===== config.mk =====
export PLATFORM = sky130hd
export DESIGN_NAME = rps_matrix_scan
export DESIGN_NICKNAME = d
export VERILOG_FILES = /design/src/rtl/rps_matrix_scan.sv
export SDC_FILE = /design/constraint.sdc
export NUM_CORES = 1
export LEC_CHECK = 0
export BUFFER_PORTS_ARGS = -buffer_cell sky130_fd_sc_hd__buf_4
export CORE_UTILIZATION = 55
export CTS_CLUSTER_DIAMETER = 100
export DETAILED_ROUTE_END_ITERATION = 6
export HOLD_SLACK_MARGIN = 0.03
export PLACE_DENSITY = 0.79
export SYNTH_ARGS = -nofsm -noshare
export SYNTH_HDL_FRONTEND = slang
export SYNTH_SLANG_ARGS = --single-unit
export TNS_END_PERCENT = 100

===== constraint.sdc =====
create_clock -name clk -period 3.65 [get_ports clk]
set_input_delay 0.365 -clock clk [delete_from_list [all_inputs] [get_ports clk]]
set_output_delay 0.365 -clock clk [all_outputs]
set_load 0.02 [all_outputs]

===== src/rtl/rps_matrix_scan.sv =====
// rps_matrix_scan: consumer of {result, user, fpga} game words that drives an
// 8x8 RGB matrix. Each word is shown as two 4x8 glyphs: the left half is the
// user's choice and the right half is the FPGA's choice. The colour channel
// encodes the result. Rows are scanned continuously, with a lit dwell followed
// by an all-off blanking gap. Optional feature macro: RPS_BLINK_EN makes
// user-win frames blink in blocks of BLINK_FRAMES frames.
//
// Handshake: a word transfers on a posedge where in_valid && in_ready. It is
// latched into the shadow buffer and in_ready is low from the next cycle.
// in_ready stays low until the shadow word moves to active at a frame
// boundary. The producer may change or drop its inputs freely while
// in_ready is low, because they are ignored.
//
// All outputs are registered. Registers are loaded from the next-cycle values
// of the scan state, so the pixel outputs always agree with the current scan
// state.
module rps_matrix_scan #(
    parameter int DWELL_CYCLES = 1000,
    parameter int BLANK_CYCLES = 4,
    parameter int BLINK_FRAMES = 32
) (
    input  logic       clk,
    input  logic       clear,
    input  logic       in_valid,
    output logic       in_ready,
    input  logic [1:0] in_result,
    input  logic [1:0] in_user,
    input  logic [1:0] in_fpga,
    output logic [2:0] A_count,
    output logic [7:0] R,
    output logic [7:0] G,
    output logic [7:0] B,
    output logic       E,
    output logic       frame_done,
    output logic       scan_state
);

    typedef enum logic {
        ST_BLANK = 1'b0,
        ST_SHOW  = 1'b1
    } scan_t;

    // Stored words are {result, user, fpga}. The idle word displays nothing.
    localparam logic [5:0] IDLE_WORD = 6'b00_11_11;

    scan_t       state, state_n;
    logic [15:0] cnt, cnt_n;
    logic [2:0]  row_n;
    logic        boundary;

    logic [5:0]  active, active_n;
    logic [5:0]  shadow, shadow_n;
    logic        full, full_n;
    logic        accept, swap;
    logic        blink_off_n;

    logic [7:0]  pat;
    logic [7:0]  r_n, g_n, b_n;
    logic        fd_n;

    assign E          = 1'b1;
    assign in_ready   = ~full;
    assign scan_state = (state == ST_SHOW);

    // Each glyph is a 4-bit row slice. The msb is the leftmost column of its half.
    function automatic logic [3:0] glyph(input logic [1:0] choice, input logic [2:0] r);
        logic [3:0] g;
        g = 4'b0000;
        case (choice)
            2'b00:   g = (r < 3'd4) ? 4'b1001 : 4'b0110;                 // scissors
            2'b01:   g = (r >= 3'd2 && r <= 3'd5) ? 4'b0110 : 4'b0000;   // rock
            2'b10:   g = (r >= 3'd1 && r <= 3'd6) ? 4'b1111 : 4'b0000;   // paper
            default: g = 4'b0000;                                        // none
        endcase
        return g;
    endfunction

    // Scan FSM next state: blank gap, then lit dwell, then advance to the next row.
    always_comb begin
        state_n  = state;
        cnt_n    = cnt + 16'd1;
        row_n    = A_count;
        boundary = 1'b0;
        case (state)
            ST_BLANK: begin
                if (cnt == 16'(BLANK_CYCLES - 1)) begin
                    state_n = ST_SHOW;
                    cnt_n   = '0;
                end
            end
            ST_SHOW: begin
                if (cnt == 16'(DWELL_CYCLES - 1)) begin
                    state_n  = ST_BLANK;
                    cnt_n    = '0;
                    row_n    = A_count + 3'd1;
                    boundary = (A_count == 3'd7);
                end
            end
            default: begin
                state_n = ST_BLANK;
                cnt_n   = '0;
            end
        endcase
    end

    // Double buffer: accept into shadow, and promote shadow to active only at a frame boundary.
    // Accept and swap never coincide, because an accept requires an empty shadow.
    always_comb begin
        accept   = in_valid & ~full;
        swap     = boundary & full;
        full_n   = full;
        active_n = active;
        shadow_n = shadow;
        if (swap) begin
            active_n = shadow;
            full_n   = 1'b0;
        end
        if (accept) begin
            shadow_n = {in_result, in_user, in_fpga};
            full_n   = 1'b1;
        end
    end

`ifdef RPS_BLINK_EN
    logic [15:0] blink_cnt, blink_cnt_n;
    logic        blink_off;

    // Blink phase: count frames since the last swap and toggle every BLINK_FRAMES frames.
    always_comb begin
        blink_cnt_n = blink_cnt;
        blink_off_n = blink_off;
        if (swap) begin
            blink_cnt_n = '0;
            blink_off_n = 1'b0;
        end else if (boundary) begin
            if (blink_cnt == 16'(BLINK_FRAMES - 1)) begin
                blink_cnt_n = '0;
                blink_off_n = ~blink_off;
            end else begin
                blink_cnt_n = blink_cnt + 16'd1;
            end
        end
    end

    // Blink phase registers.
    always_ff @(posedge clk) begin
        if (clear) begin
            blink_cnt <= '0;
            blink_off <= 1'b0;
        end else begin
            blink_cnt <= blink_cnt_n;
            blink_off <= blink_off_n;
        end
    end
`else
    logic unused_blink_cfg;
    assign unused_blink_cfg = (BLINK_FRAMES > 0);
    assign blink_off_n      = 1'b0;
`endif

    // Pixel and frame-pulse values for the next cycle. Only the result's channel is driven.
    always_comb begin
        pat = {glyph(active_n[3:2], row_n), glyph(active_n[1:0], row_n)};
        r_n = 8'hFF;
        g_n = 8'hFF;
        b_n = 8'hFF;
        if (state_n == ST_SHOW && !(active_n[5:4] == 2'b10 && blink_off_n)) begin
            case (active_n[5:4])
                2'b01:   b_n = ~pat;
                2'b11:   r_n = ~pat;
                2'b10:   g_n = ~pat;
                default: ;
            endcase
        end
        fd_n = (state_n == ST_SHOW) && (row_n == 3'd7) && (cnt_n == 16'(DWELL_CYCLES - 1));
    end

    // State, buffer and output registers.
    always_ff @(posedge clk) begin
        if (clear) begin
            state      <= ST_BLANK;
            cnt        <= '0;
            A_count    <= '0;
            active     <= IDLE_WORD;
            shadow     <= IDLE_WORD;
            full       <= 1'b0;
            R          <= 8'hFF;
            G          <= 8'hFF;
            B          <= 8'hFF;
            frame_done <= 1'b0;
        end else begin
            state      <= state_n;
            cnt        <= cnt_n;
            A_count    <= row_n;
            active     <= active_n;
            shadow     <= shadow_n;
            full       <= full_n;
            R          <= r_n;
            G          <= g_n;
            B          <= b_n;
            frame_done <= fd_n;
        end
    end

endmodule


Word level (Yosys, flattened, before mapping):

Index checks and enable logic that the tools add are counted.
Widths: inputs -> output; s select.

* register bits: 58
* input port bits: 9
* word-level logic and storage cells: 66

* $add $sub $neg: 2
* order comparisons: 5
* eq/ne operators: 12
* muxes and demuxes: 18
* bitwise operators: 9
* reduce and logical (&&, ||, !) cells: 10

Operator list (number)
* $eq 16x10->1 const B: 2
* $mux 16: 2
* $pmux 16 s2: 1
* $pmux 4 s3: 2
* $add 16x1->16 const B: 1
* $eq 16x2->1 const B: 1
* $mux 3: 3
* $reduce_or 3->1: 3
* $eq 2x2->1 const B: 4
* $mux 4: 2
* $not 8->8: 1
* $eq 2x1->1 const B: 3
* $eq 3x3->1 const B: 2
* $le 3x3->1 const B: 2
* $mux 1: 6
* $mux 6: 1
* $not 1->1: 6
* $logic_and 1x1->1: 4
* $logic_not 2->1: 2
* $add 3x1->3 const B: 1
* $ge 3x1->1 const B: 1
* $ge 3x2->1 const B: 1
* $lt 3x3->1 const B: 1
* $and 1x1->1: 2
* 2 further kinds: 2

Logic depth before layout (Yosys ltp):

* depth after elaboration: 8
* depth in mapped cells: 8
* gate-level depth less buffers: 8

Least setup slack after synthesis:

Ideal clock, no wire load.

* path type: register to register
* start: reg cnt[12]
* end: reg B[4]
* library setup time: 0.133 ns
* data arrival time: 2.455 ns
* path slack: 1.062 ns
* cell stages (with the launch flop): 9
* buffers on the path: 2
* path through: dfxtp_1 buf_6 or4_4 or4_4 buf_6 nor2_8 mux2i_2 mux2i_2 nand3_1

* cells in the longest elaborated chain, start to end: 8
* elaborated cells between the ends (all ways): 26

RTL lines
* start, declared: RTL line 47 `logic [15:0] cnt, cnt_n;`
* start signal, assigned: RTL line 193 `cnt <= cnt_n;`
* $eq 16x10->1: RTL line 92 `if (cnt == 16'(DWELL_CYCLES - 1)) begin`
* $mux 3 / $mux 1 (equally long branches): RTL line 92
* $mux 3 / $mux 1 (equally long branches): RTL line 84 `case (state)`
* $ge 3x1->1 (tied with other cells): RTL line 72 `2'b10: g = (r >= 3'd1 && r <= 3'd6) ? 4'b1111 : 4'b0000;`
* $logic_and 1x1->1 / $mux 6 (equally long branches): RTL line 72, 114
* $mux 4 (tied with other cells): RTL line 72
* $pmux 4 s3 / $not 1->1 (equally long branches)
* $not 8->8 / $reduce_or 3->1 (equally long branches)
* end signal, assigned: RTL line 200 `B <= b_n;`
* end, declared: RTL line 32 `output logic [7:0] B,`

Parallel ways exist; a longest one is shown, timed or not.
A chain may end at the register's enable or synchronous reset.

Worst setup path in the final report:

* start: reg cnt[10]
* end: reg B[2]

* cells in the longest elaborated chain, start to end: 8
* elaborated cells between the ends (all ways): 30

RTL lines (RTL line)
* $eq 16x10->1: 92
* $mux 3 / $mux 1 (equally long branches): 92
* $mux 3 / $mux 1 (equally long branches): 84
* $ge 3x1->1 (tied with other cells): 72
* $logic_and 1x1->1 (tied with other cells): 72
* $mux 4 (tied with other cells): 72
* $pmux 4 s3 / $not 1->1 (equally long branches)
* $not 8->8 / $reduce_or 3->1 (equally long branches)

Parallel ways exist; a longest one is shown, timed or not.

==> flow_summary.yaml <==
status:
  status: "finished clean"
die:
  fp.dieH_um: 64.5
  num_io_pins: 40
  die_w_um: 64.5
  initial_core_util: 0.578
  core_area_um2: 3720
  dieArea_um2: 4160
  num_rows: 22
place:
  place_ws_ps: 935
  gp_congestion: 0.896
  placed_area_um2: 2350
  hpwlAfterDp_um: 3110
  port_buffers: 38
clock_tree:
  clock_sinks: 46
  postCtsHoldBufs: 0
  cts_root_buf: "clkbuf_8"
  post_cts_resized: 0
  clk_pin_slew_worst_paths_ps: 80
  cts_max_level: 2
  cts_tree: "built"
  clkLatencyLatePin_ps: 300
  cts_setup_buffers: 0
  numCtsBuffers: 5
  clock_path_buffers: 2
critical_path:
  setup.worst_path.start_class: "register"
  rr_endpoint: "B[2]"
  cp_max_fo: 10
  r2r-start: "cnt[10]"
  crit_required_ps: 3820
  rrSetupSlack_ps: 870
  critPathKind: "reg -> reg"
  worst_ep_arrival_time_ps: 2950
  worstRegToRegCells: 6
  worstSetupEndpointType: "register"
routing:
  drtIter0Drc: 107
  wl_per_cell_um: 13.7
  route.detailed.drc: 0
  routed_wirelength_um: 4190
  vias_per_cell: 5.43
  ant_nets: 0
  vias: 1662
  firstDrtPassIters: 4
layout:
  area_delta_synth_final_pct: 14.7
  nFillCells: 321
  layout-drive-gt1-share: 0.240
  final_area_um2: 2460
  nets: 269
  n_antenna_cell: 0
timing:
  finalHoldViolCount: 0
  tightestPinTransition_ps: 1020
  setup_tns_ps: 0
  rsz0062_at_grt: "false"
  final.min_clock_period_ps: 2780
  setup_violations: 0
  max_slew_margin: 0.319
  max_freq_mhz: 360
  final.period_utilization: 0.762
  maxSlewViolCount: 0
  postLayoutSetupSlackWorst_ps: 869
  fin_worst_skew_ps: 3.10
synth:
  netlist_instances: 231
  syn_area_um2: 2150
  syn_avg_cell_area_um2: 9.30
  synth_nets: 243
  yosysWarnings: 0
  synth_seq_cells: 46
  synth_cell_type_count: 44
  yosysSeqAreaShare: 0.429
worst_hold_path:
  hold_path.class: "in -> reg"
  holdPathStages: 3
  min_to: "shadow[3]"
  hold_start: "in_user[1]"
global_route:
  grt-ovfl-total: 0
  antenna_found_initial: 0
  grt_pass1_vias: 1504
  grt_pass1_wl_um: 7130
  grt_max_degree: 15
  track_usage: 0.225
flow_run:
  maxCapViolCount: 0
power_and_ir_drop:
  finalPower_uw: 931
  peakVddDrop_mv: 0.252
  power_density_nw_per_um2: 378
  p_leak_uw: 0.000984
-- cells by family after synthesis --
kind of cell | count (synthesis) | share of synthesized area
mux | 16 | 0.0850
buf+inv | 23 | 0.0716
fa+ha+maj | 3 | 0.0175
compound gates | 20 | 0.0606
other cells | 1 | 0.00175
xor+xnor | 19 | 0.0775
simple gates | 103 | 0.257
flops | 46 | 0.429
-- Yosys cell counts (all sizes together) --
| library cell | instances | area, um^2 |
|---|---|---|
| xor2 | 9 | 78.8 |
| a21oi | 2 | 10.0 |
| dfxtp | 46 | 921 |
| and2 | 2 | 13.8 |
| nand2 | 22 | 82.6 |
| a2111oi | 1 | 8.76 |
| clkbuf | 3 | 11.3 |
| xnor2 | 10 | 87.6 |
| nor2b | 2 | 12.5 |
| o21ai | 10 | 50.1 |
| and3b | 1 | 10.0 |
| or4 | 3 | 30.0 |
| nand4 | 5 | 31.3 |
| nand4b | 1 | 8.76 |
| o211a | 1 | 10.0 |
| nor2 | 31 | 133 |
| nor3 | 5 | 25.0 |
| nor3b | 3 | 32.5 |
| o211ai | 2 | 15.0 |
| and3 | 7 | 45.1 |
| nor4 | 3 | 33.8 |
| mux2 | 2 | 22.5 |
| mux2i | 14 | 160 |
| inv | 3 | 11.3 |
| buf | 16 | 128 |
| ha | 3 | 37.5 |
| conb | 1 | 3.75 |
| clkinv | 1 | 3.75 |
| a21boi | 1 | 7.51 |
| a211oi | 2 | 20.0 |
| nand3 | 17 | 85.1 |
| and4 | 1 | 10.0 |
| a211o | 1 | 8.76 |
-- critical path: stages (launching register included) --
cell	delay, ps
dfxtp_1	380
or4_4	590
nor4_4	590
mux2_2	450
a211o_1	290
a211oi_2	240
o21ai_0	130
-- per-layer routing --
layer  share of wire  vias to the layer above  GRT usage
li1                -                      837          -
met2            0.47                       57      0.343
met4           0.020                        0      0.100
met5               0                        -          0
met1            0.46                      757      0.304
met3           0.058                       11     0.0475
-- area by class of cell --
class	instances	area (um^2)	share of cell area
clock buffer	5	68.8	0.0279
clock inverter	3	40.0	0.0163
inverter	4	15.0	0.00609
multi-input combinational	162	1070	0.436
sequential	46	921	0.374
tap	48	60.1	0.0244
timing repair buffer	38	285	0.116
-- report_power, final --
part	internal, uW	switching (uW)	total, uW
sequential	511	10.2	521
combinational	19.6	24.5	44.1
clock	201	165	366
-- state kept, by name, indices dropped and copies added, names as in the netlist --
signal and cells:
B 4, R 4, full 1, cnt 16, frame_done 1, scan_state 1
active 6, shadow 6, G 4, A_count 3
-- layout by cell type (no fill, tap or decap), types with 3 or more instances in the layout --
| cell | n |
|---|---|
| nor2_1 | 30 |
| o21ai_0 | 6 |
| clkbuf_8 | 5 |
| buf_4 | 38 |
| ha_1 | 3 |
| nand3_1 | 17 |
| xor2_1 | 9 |
| nand4_1 | 5 |
| nand2_1 | 22 |
| xnor2_1 | 10 |
| dfxtp_1 | 46 |
| nor3_1 | 5 |
| o21ai_1 | 4 |
| inv_1 | 3 |
| and3_1 | 6 |
| mux2i_1 | 11 |
-- worst max path at each step --
stage | start | end | slack [ps] | cells after the start
CTS | cnt[10] | B[2] | 890 | 6
detailed placement | cnt[3] | B[4] | 930 | 6
floorplan | cnt[12] | B[4] | 1060 | 8
finish | cnt[10] | B[2] | 870 | 6
global placement | cnt[10] | R[4] | 970 | 6
global route | cnt[10] | B[2] | 710 | 6
-- through the flow --
stage,instances,utilization,hold slack (ps)
after floorplan,231,-,437
after global placement,298,0.634,456
after detailed placement,298,0.634,475
after CTS,306,0.663,271
after global routing,306,0.663,266
final,306,0.663,273
Power figures use the tool's default switching activity.
